--- config.mk ---
export PLATFORM = sky130hd
export DESIGN_NAME = mux4_rr_arbiter_flat
export DESIGN_NICKNAME = d
export VERILOG_FILES = /design/src/rtl/mux4_rr_arbiter_if.sv /design/src/rtl/mux4_rr_arbiter.sv /design/src/flat_wrapper.sv
export SDC_FILE = /design/constraint.sdc
export NUM_CORES = 1
export LEC_CHECK = 0
export ABC_AREA = 0
export BUFFER_PORTS_ARGS = -buffer_cell sky130_fd_sc_hd__clkbuf_2
export CAP_MARGIN = 10
export CORE_AREA = 4 4 42 44
export CTS_BUF_LIST = sky130_fd_sc_hd__clkbuf_16
export CTS_CLUSTER_SIZE = 12
export DETAILED_ROUTE_END_ITERATION = 16
export DIE_AREA = 0 0 46 48
export PLACE_DENSITY = 0.78
export SYNTH_ARGS = -nofsm -noshare
export SYNTH_HDL_FRONTEND = slang
export SYNTH_SLANG_ARGS = --single-unit
--- constraint.sdc ---
create_clock -name clk -period 1.3 [get_ports clk]
set_input_delay 0.26 -clock clk [delete_from_list [all_inputs] [get_ports clk]]
set_output_delay 0.26 -clock clk [all_outputs]
set_load 0.03 [all_outputs]
--- src/rtl/mux4_rr_arbiter_if.sv ---
// Bundle of request, grant and datapath-handshake signals between the
// requesters/downstream side (master) and the round-robin arbiter (slave).
interface mux4_rr_arbiter_if;
  logic [3:0] req;
  logic [3:0] last;
  logic       out_ready;
  logic [3:0] gnt;
  logic [1:0] sel;
  logic       out_valid;
  logic       busy;
  logic       timeout;

  modport slave (
    input  req,
    input  last,
    input  out_ready,
    output gnt,
    output sel,
    output out_valid,
    output busy,
    output timeout
  );

  modport master (
    output req,
    output last,
    output out_ready,
    input  gnt,
    input  sel,
    input  out_valid,
    input  busy,
    input  timeout
  );
endinterface

--- src/rtl/mux4_rr_arbiter.sv ---
// Round-robin owner of a shared 4:1 datapath: one burst per grant, one IDLE gap.
// Optional watchdog release is built in when ARB_TIMEOUT_EN is defined.
module mux4_rr_arbiter #(
  parameter int TIMEOUT_CYCLES = 16
) (
  input  logic             clk,
  input  logic             rst,
  mux4_rr_arbiter_if.slave bus
);

  typedef enum logic {
    IDLE = 1'b0,
    BUSY = 1'b1
  } state_t;

  state_t     state_q, state_d;
  logic [3:0] gnt_q, gnt_d;
  logic [1:0] sel_q, sel_d;
  logic [1:0] ptr_q, ptr_d;

  logic [1:0] winner;
  logic       found;
  logic       in_busy;
  logic       out_valid;
  logic       xfer;
  logic       normal_rel;
  logic       expire;
  logic       rel;

  if (TIMEOUT_CYCLES < 1) begin : g_bad_timeout
    $error("mux4_rr_arbiter: TIMEOUT_CYCLES must be at least 1");
  end

  // Search starts one past the last released owner, so offset 4 (wraps to 0)
  // revisits that owner only after everyone else.
  always_comb begin
    winner = ptr_q;
    found  = 1'b0;
    for (int k = 1; k <= 4; k++) begin
      if (!found && bus.req[ptr_q + 2'(k)]) begin
        winner = ptr_q + 2'(k);
        found  = 1'b1;
      end
    end
  end

  assign in_busy    = (state_q == BUSY);
  assign out_valid  = in_busy && bus.req[sel_q];
  assign xfer       = out_valid && bus.out_ready;
  assign normal_rel = in_busy && ((xfer && bus.last[sel_q]) || !bus.req[sel_q]);
  assign rel        = normal_rel || expire;

`ifdef ARB_TIMEOUT_EN
  localparam int CNT_W = $clog2(TIMEOUT_CYCLES + 1);

  logic [CNT_W-1:0] cnt_q, cnt_d;

  assign expire = in_busy && (cnt_q == CNT_W'(TIMEOUT_CYCLES));

  // Count is 1 on the first BUSY cycle; any release returns it to 0.
  always_comb begin
    cnt_d = '0;
    if (in_busy && !rel) begin
      cnt_d = cnt_q + CNT_W'(1);
    end else if (!in_busy && found) begin
      cnt_d = CNT_W'(1);
    end
  end

  always_ff @(posedge clk) begin
    if (rst) begin
      cnt_q <= '0;
    end else begin
      cnt_q <= cnt_d;
    end
  end

  // A coincident normal release wins, and reset suppresses the pulse.
  assign bus.timeout = expire && !normal_rel && !rst;
`else
  assign expire      = 1'b0;
  assign bus.timeout = 1'b0;
`endif

  // NOTE: every variable gets a default before the case so no path leaves
  // one unassigned; otherwise synthesis infers a latch to hold its old value.
  always_comb begin
    state_d = state_q;
    gnt_d   = gnt_q;
    sel_d   = sel_q;
    ptr_d   = ptr_q;
    case (state_q)
      IDLE: begin
        gnt_d = '0;
        if (found) begin
          state_d = BUSY;
          gnt_d   = 4'b0001 << winner;
          sel_d   = winner;
        end
      end
      BUSY: begin
        if (rel) begin
          state_d = IDLE;
          gnt_d   = '0;
          ptr_d   = sel_q;
        end
      end
      default: begin
        state_d = IDLE;
        gnt_d   = '0;
      end
    endcase
  end

  // NOTE: reset is synchronous, so it is tested only inside the clocked
  // branch and rst is deliberately absent from the sensitivity list.
  // ptr starts at 3 so requester 0 is first in line after reset.
  always_ff @(posedge clk) begin
    if (rst) begin
      state_q <= IDLE;
      gnt_q   <= '0;
      sel_q   <= '0;
      ptr_q   <= 2'd3;
    end else begin
      // NOTE: non-blocking assignments so all registers update together from
      // values sampled at the same edge, independent of statement order.
      state_q <= state_d;
      gnt_q   <= gnt_d;
      sel_q   <= sel_d;
      ptr_q   <= ptr_d;
    end
  end

  assign bus.gnt       = gnt_q;
  assign bus.sel       = sel_q;
  assign bus.busy      = in_busy;
  assign bus.out_valid = out_valid;

  a_gnt_onehot_busy: assert property (@(posedge clk) disable iff (rst)
    in_busy |-> $onehot(gnt_q));
  a_gnt_zero_idle: assert property (@(posedge clk) disable iff (rst)
    !in_busy |-> (gnt_q == 4'b0000));

endmodule

--- src/flat_wrapper.sv ---
// flat-port wrapper written by rule: the top's interface ports become plain ports
module mux4_rr_arbiter_flat 
#(
  parameter int TIMEOUT_CYCLES = 16
)
  (clk, rst, bus_req, bus_last, bus_out_ready, bus_gnt, bus_sel, bus_out_valid, bus_busy, bus_timeout);
  mux4_rr_arbiter_if bus_i ();
  input  logic clk;
  input  logic rst;
  input wire logic [$bits(bus_i.req)-1:0] bus_req;
  input wire logic [$bits(bus_i.last)-1:0] bus_last;
  input wire logic [$bits(bus_i.out_ready)-1:0] bus_out_ready;
  output wire logic [$bits(bus_i.gnt)-1:0] bus_gnt;
  output wire logic [$bits(bus_i.sel)-1:0] bus_sel;
  output wire logic [$bits(bus_i.out_valid)-1:0] bus_out_valid;
  output wire logic [$bits(bus_i.busy)-1:0] bus_busy;
  output wire logic [$bits(bus_i.timeout)-1:0] bus_timeout;
  assign bus_i.req = bus_req;
  assign bus_i.last = bus_last;
  assign bus_i.out_ready = bus_out_ready;
  assign bus_gnt = bus_i.gnt;
  assign bus_sel = bus_i.sel;
  assign bus_out_valid = bus_i.out_valid;
  assign bus_busy = bus_i.busy;
  assign bus_timeout = bus_i.timeout;
  mux4_rr_arbiter #(.TIMEOUT_CYCLES(TIMEOUT_CYCLES)) u_core (.clk(clk), .rst(rst), .bus(bus_i));
endmodule
==> results of run 1 <==
repair_timing:
action                     4_1_cts  5_1_grt
gates resized for setup          4        8
pin swaps                        0        3
setup endpoints to repair        6        9
setup buffers                    3        3
hold endpoints to repair         0        0
path summary, 6_finish.rpt:
check	start	end	depth (start not counted)
setup reg to reg	u_core.bus.sel[1]	u_core.bus.gnt[0]	5
hold / removal	rst	u_core.bus.busy	2
setup / recovery	u_core.bus.sel[0]	bus_out_valid	4
hold reg to reg	u_core.bus.gnt[1]	u_core.bus.gnt[1]	1
stage by stage:
stage          cell area (um^2)  total power [uW]
2_1_floorplan               628               641
3_3_place_gp                782               760
5_1_grt                     965              1460
4_1_cts                     905              1360
3_5_place_dp                782               774
6_report                    965              1400
worst reg2reg max path: cells and delay by family (launching register included):
kind,cells,cell delay [ps]
AO/OA/AOI/OAI,2,340
buffers and inverters,1,140
flip-flops,1,400
multiplexers,1,280
AND/OR/NAND/NOR,1,150
where the power goes:
part           total (uW)  switching (uW)  internal (uW)
Sequential            367            48.5            318
Clock                 547             141            406
Combinational         490             251            239
Total                1400             441            963
flip-flops by register name, indices dropped and copies added, names as in the netlist:
signal and cells:
u_core.ptr_q 2, u_core.bus.sel 2, u_core.bus.gnt 4, u_core.bus.busy 1
synth_stat cells (2+ instances only):
cell / instances / area (um^2)
a21oi_1: 5 / 25.0
a21o_1: 2 / 15.0
nor2_1: 7 / 26.3
nand2_1: 3 / 11.3
a221oi_1: 2 / 17.5
a32o_1: 4 / 40.0
mux2i_1: 6 / 60.1
inv_1: 2 / 7.51
o21ai_0: 3 / 15.0
dfxtp_1: 9 / 180
nand2b_1: 2 / 12.5
o22ai_2: 2 / 25.0
nor2b_1: 3 / 18.8
kinds of logic after synthesis:
kind of cell           count (synthesis)  share of synthesized area
AO/OA/AOI/OAI                         24                      0.325
buffers and inverters                  5                     0.0546
multiplexers                           6                      0.105
other                                  1                    0.00654
flip-flops                             9                      0.314
AND/OR/NAND/NOR                       20                      0.194
cell type report:
type / count / area [um^2] / share of cell area
Sequential cell: 9 / 190 / 0.197
Inverter: 2 / 7.51 / 0.00778
Tap cell: 16 / 20.0 / 0.0208
Timing Repair Buffer: 33 / 220 / 0.228
Multi-Input combinational cell: 51 / 447 / 0.463
Clock inverter: 1 / 5.00 / 0.00519
Clock buffer: 3 / 75.1 / 0.0778
per-layer routing:
metal  GRT usage  vias to the layer above
met5           0                        -
met4      0.0739                        0
met3      0.0714                        4
met2       0.291                       22
met1       0.170                      295
li1            -                      312
==> metrics.md, run 1 <==
| Metric | Value |
|---|---|
| Status | complete, but fails checks |
| Violated checks | setup timing |
| Clk_skew | 6.51 ps |
| Critical path arrival | 1180 ps |
| Syn nets | 76 |
| Clock buffer depth | 2 |
| Die Width | 46 um |
| Post-Syn Area | 573 um^2 |
| Max-cap violations | 0 |
| R2R setup slack | -120 ps |
| Antenna violations before repair | 0 |
| Post-Layout Cell Count | 115 |
| Wire per inst | 15.8 um |
| Largest net degree at the start of global routing | 10 |
| Slowest-stage cell, CP | dfxtp_4 |
| Root Buffer | clkbuf_16 |
| Met1 wire length | 719 um |
| Worst path bufs/invs | 2 |
| Met3 routed WL | 105 um |
| Core ar. | 0.00144 mm^2 |
| Yosys warns | 0 |
| Slowest stage delay, CP | 390 ps |
| Clk Latency, worst-skew pair | 240 ps |
| RSZ-0062 raised after global routing | yes |
| Pre-CTS setup slack | -59.6 ps |
| Critical Path RT | 1040 ps |
| Vias per cell | 5.50 |
| Final period utilization | 1.11 |
| Synth Register Bits | 9 |
| Post-layout util | 0.672 |
| CP Class | reg -> out |
| First-pass GRT wire length | 2.61 mm |
| Area Growth Syn to Fin | 68.3% |
| Hold buffer count at CTS | 0 |
| Final Hold Fails | 0 |
| Fin Setup TNS | -780 ps |
| FFs w/ async S/R, synth | 0 |
| Routed WL | 1.81 mm |
| First DRT Iteration DRCs | 16 |
| Hold WS | 325 ps |
| Most common cell after layout, fill and taps aside | clkbuf_2 |
| Leakage | 0.000415 uW |
| Highest Clock Rate | 693 MHz |
| Critical Path Sink Type | output pin |
| CTS HTree Levels | 1 |
| Critical path cell sequence | buf_4, nand2_1, o22ai_4, buf_8 |
| Top Metal Used | met4 |
| Pre-Repair DR Iteration Count | 4 |
| Clk pin slew, worst setup/hold paths | 40 ps |
| Yosys cell types | 28 |
| IO buf count | 18 |
| Seq/Total Area, Yosys | 0.314 |
| VDD IR max | 0.822 mV |
| Share of cells above drive strength 1 | 0.515 |
| Die Area | 0.00221 mm^2 |
| Pwr Density | 1450 mW/mm^2 |
| TritonCTS buffer count | 3 |
| DR vias | 633 |
| HP Class | in -> reg |
| GRT Util Overall | 0.165 |
| Average cell area after synthesis | 8.82 um^2 |
| Grt total ovfl | 0 |
| Mapped Cells | 65 |
| Setup crit start kind | flop |
| Commonest cells after routing, fill and taps aside | 17 x clkbuf_2, 13 x buf_4, 7 x nor2_1, 5 x a21oi_1, 5 x dfxtp_1 |
| Post-DP HPWL | 1.32 mm |
| Die extent in y | 48 um |
| Filler instances | 105 |
| Placement Rows | 14 |
| Initial Util | 0.399 |
| Final worst setup slack | -142 ps |
| Post-synth EDFFs | 0 |
| # IOs | 20 |
| Tmin final | 1440 ps |
| Clk sinks | 9 |
| Max Slew Vio Count | 0 |
| Worst path top cell family by delay | flip-flops |
| Antenna-violating nets left | 0 |
| Post-synth top flop | dfxtp_1 |
| Ant diodes | 0 |
| GP Congestion | 0.800 |
| Setup violators final | 8 |
| TritonCTS clock tree | yes |
| Post-route DRC | 0 |
| Metal2 WL | 964 um |
| Crit Path Max Fanout | 6 |
| Number of global-route vias before repair | 609 |
| Placed cells | 105 |
| Nets | 111 |
(Power assumes the default switching activity.)
==> run 2: changes to the inputs <==
- RECOVER_POWER: unset -> 100
==> run 2 against run 1 <==
Net effect:
- highest routed layer unchanged
- register-to-register slack barely moved
- the run still ends with setup timing left
- wire length grew 0.55%
- maximum frequency is essentially flat
- setup slack about the same
- clock power barely moved
- critical path type unchanged
- sequential power about the same
- clock skew is essentially flat
- global-route usage is the same
- core utilization fell by 0.35 points
- sequential share of layout area up 0.10 points
- via count rose by 1.4%
==> metrics.md, run 2 (same netlist as run 1, synthesis figures left out) <==
| Metric | Value |
|---|---|
| Number of global-route vias before repair | 609 |
| Beginning of the worst hold path | rst |
| Post-DP HPWL | 1.32 mm |
| Highest Clock Rate | 693 MHz |
| Area Growth Syn to Fin | 67.5% |
| Final Hold Fails | 0 |
| Worst hold path stage count | 2 |
| RSZ-0062 raised after global routing | yes |
| Placed cells | 105 |
| Final worst setup slack | -142 ps |
| Post-layout util | 0.668 |
| Final period utilization | 1.11 |
| Clk sinks | 9 |
| Wire per inst | 15.8 um |
| Final instance area | 960 um^2 |
| GP Congestion | 0.800 |
| Dpl cell area | 782 um^2 |
| Clock buffer depth | 2 |
| Violated checks | setup timing |
| Share of cells above drive strength 1 | 0.475 |
| IO buf count | 18 |
| CTS HTree Levels | 1 |
| Setup violators final | 8 |
| Fin Setup TNS | -784 ps |
| Hold buffer count at CTS | 0 |
| CP Class | reg -> out |
| Status | complete, but fails checks |
| Critical Path RT | 1040 ps |
| DR vias | 642 |
| Clk pin slew, worst setup/hold paths | 40 ps |
| Post-Layout Cell Count | 115 |
| Clk Latency, worst-skew pair | 240 ps |
| Critical Path Sink Type | output pin |
| VDD IR max | 0.851 mV |
| Setup crit start kind | flop |
| TritonCTS clock tree | yes |
| Die extent in y | 48 um |
| Core ar. | 0.00144 mm^2 |
| Max FFs per register | 4 |
| Max-cap violations | 0 |
| Vias per cell | 5.58 |
| Routed WL | 1.82 mm |
| Clk_skew | 6.43 ps |
| TritonCTS buffer count | 3 |
| Antenna violations before repair | 0 |
| First DRT Iteration DRCs | 15 |
| Tmin final | 1440 ps |
| Antenna-violating nets left | 0 |
| Grt total ovfl | 0 |
| Initial Util | 0.399 |
| Worst setup path startpoint | u_core.bus.sel[0] |
| Die Width | 46 um |
| Leakage | 0.000401 uW |
| Die Area | 0.00221 mm^2 |
| FF-to-FF Start | u_core.bus.sel[1] |
| First-pass GRT wire length | 2.61 mm |
| Max Slew Vio Count | 0 |
| # IOs | 20 |
| R2R cell count | 5 |
| Nets | 111 |
| Pwr Density | 1460 mW/mm^2 |
| Post-route DRC | 0 |
| Placement Rows | 14 |
| Commonest cells after routing, fill and taps aside | 13 x clkbuf_2, 13 x buf_4, 7 x nor2_1, 5 x a21oi_1, 5 x dfxtp_1 |
| GRT Util Overall | 0.165 |
| Ant diodes | 0 |
| Pre-Repair DR Iteration Count | 4 |
| Largest net degree at the start of global routing | 10 |
| Root Buffer | clkbuf_16 |
| Crit Path Max Fanout | 6 |
| Critical path arrival | 1180 ps |
| HP Class | in -> reg |
-- run 2: cell types whose count changed in the layout (fill, tap and decap cells not counted) --
cell	delta
clkbuf_2	-4
clkbuf_1	+4
-- run 2: layer usage --
layer	global-route usage	vias to the layer above	part of all wire
met5	0	-	0
met4	0.0739	0	0.013
met3	0.0714	4	0.053
met2	0.291	22	0.53
met1	0.170	306	0.40
li1	-	310	-
-- run 2: worst max-delay path, cell delays in order (launching register included) --
cell and delay (ps):
dfxtp_4 390, buf_4 150, nand2_1 90, o22ai_4 160, buf_8 150
-- run 2: power by group --
part	total [uW]	leakage [uW]	internal, uW	switching [uW]
clock network	547	0.0000409	406	141
logic	488	0.000285	235	252
registers	367	0.0000752	318	48.4
total	1400	0.000401	960	442
-- run 2: final cells by class --
class	count	area, um^2
Fill cell	108	477
Multi-Input combinational cell	51	447
Timing Repair Buffer	33	215
Sequential cell	9	190
Clock buffer	3	75.1
Tap cell	16	20.0
Inverter	2	7.51
Clock inverter	1	5.00
-- run 2: what timing repair did --
action / CTS / global route
resized for setup: 4 / 8
pin swaps: 0 / 3
endpoints found under the setup margin: 6 / 9
setup buffers: 3 / 3
-- run 2: final timing paths --
check / end / slack, ps
worst max-delay path: bus_out_valid / -140
worst min-delay path: u_core.bus.busy / 330
worst min register to register: u_core.bus.gnt[1] / 470
worst max register to register: u_core.bus.gnt[0] / -120
-- run 2: per-stage QoR --
| stage | hold WS (ps) | worst slack [ps] | power (uW) |
|---|---|---|---|
| 2_1_floorplan | 511 | -110 | 641 |
| 3_3_place_gp | 452 | -48.7 | 760 |
| 3_5_place_dp | 462 | -59.6 | 774 |
| 4_1_cts | 316 | -141 | 1360 |
| 5_1_grt | 353 | -197 | 1460 |
| 6_report | 330 | -142 | 1400 |
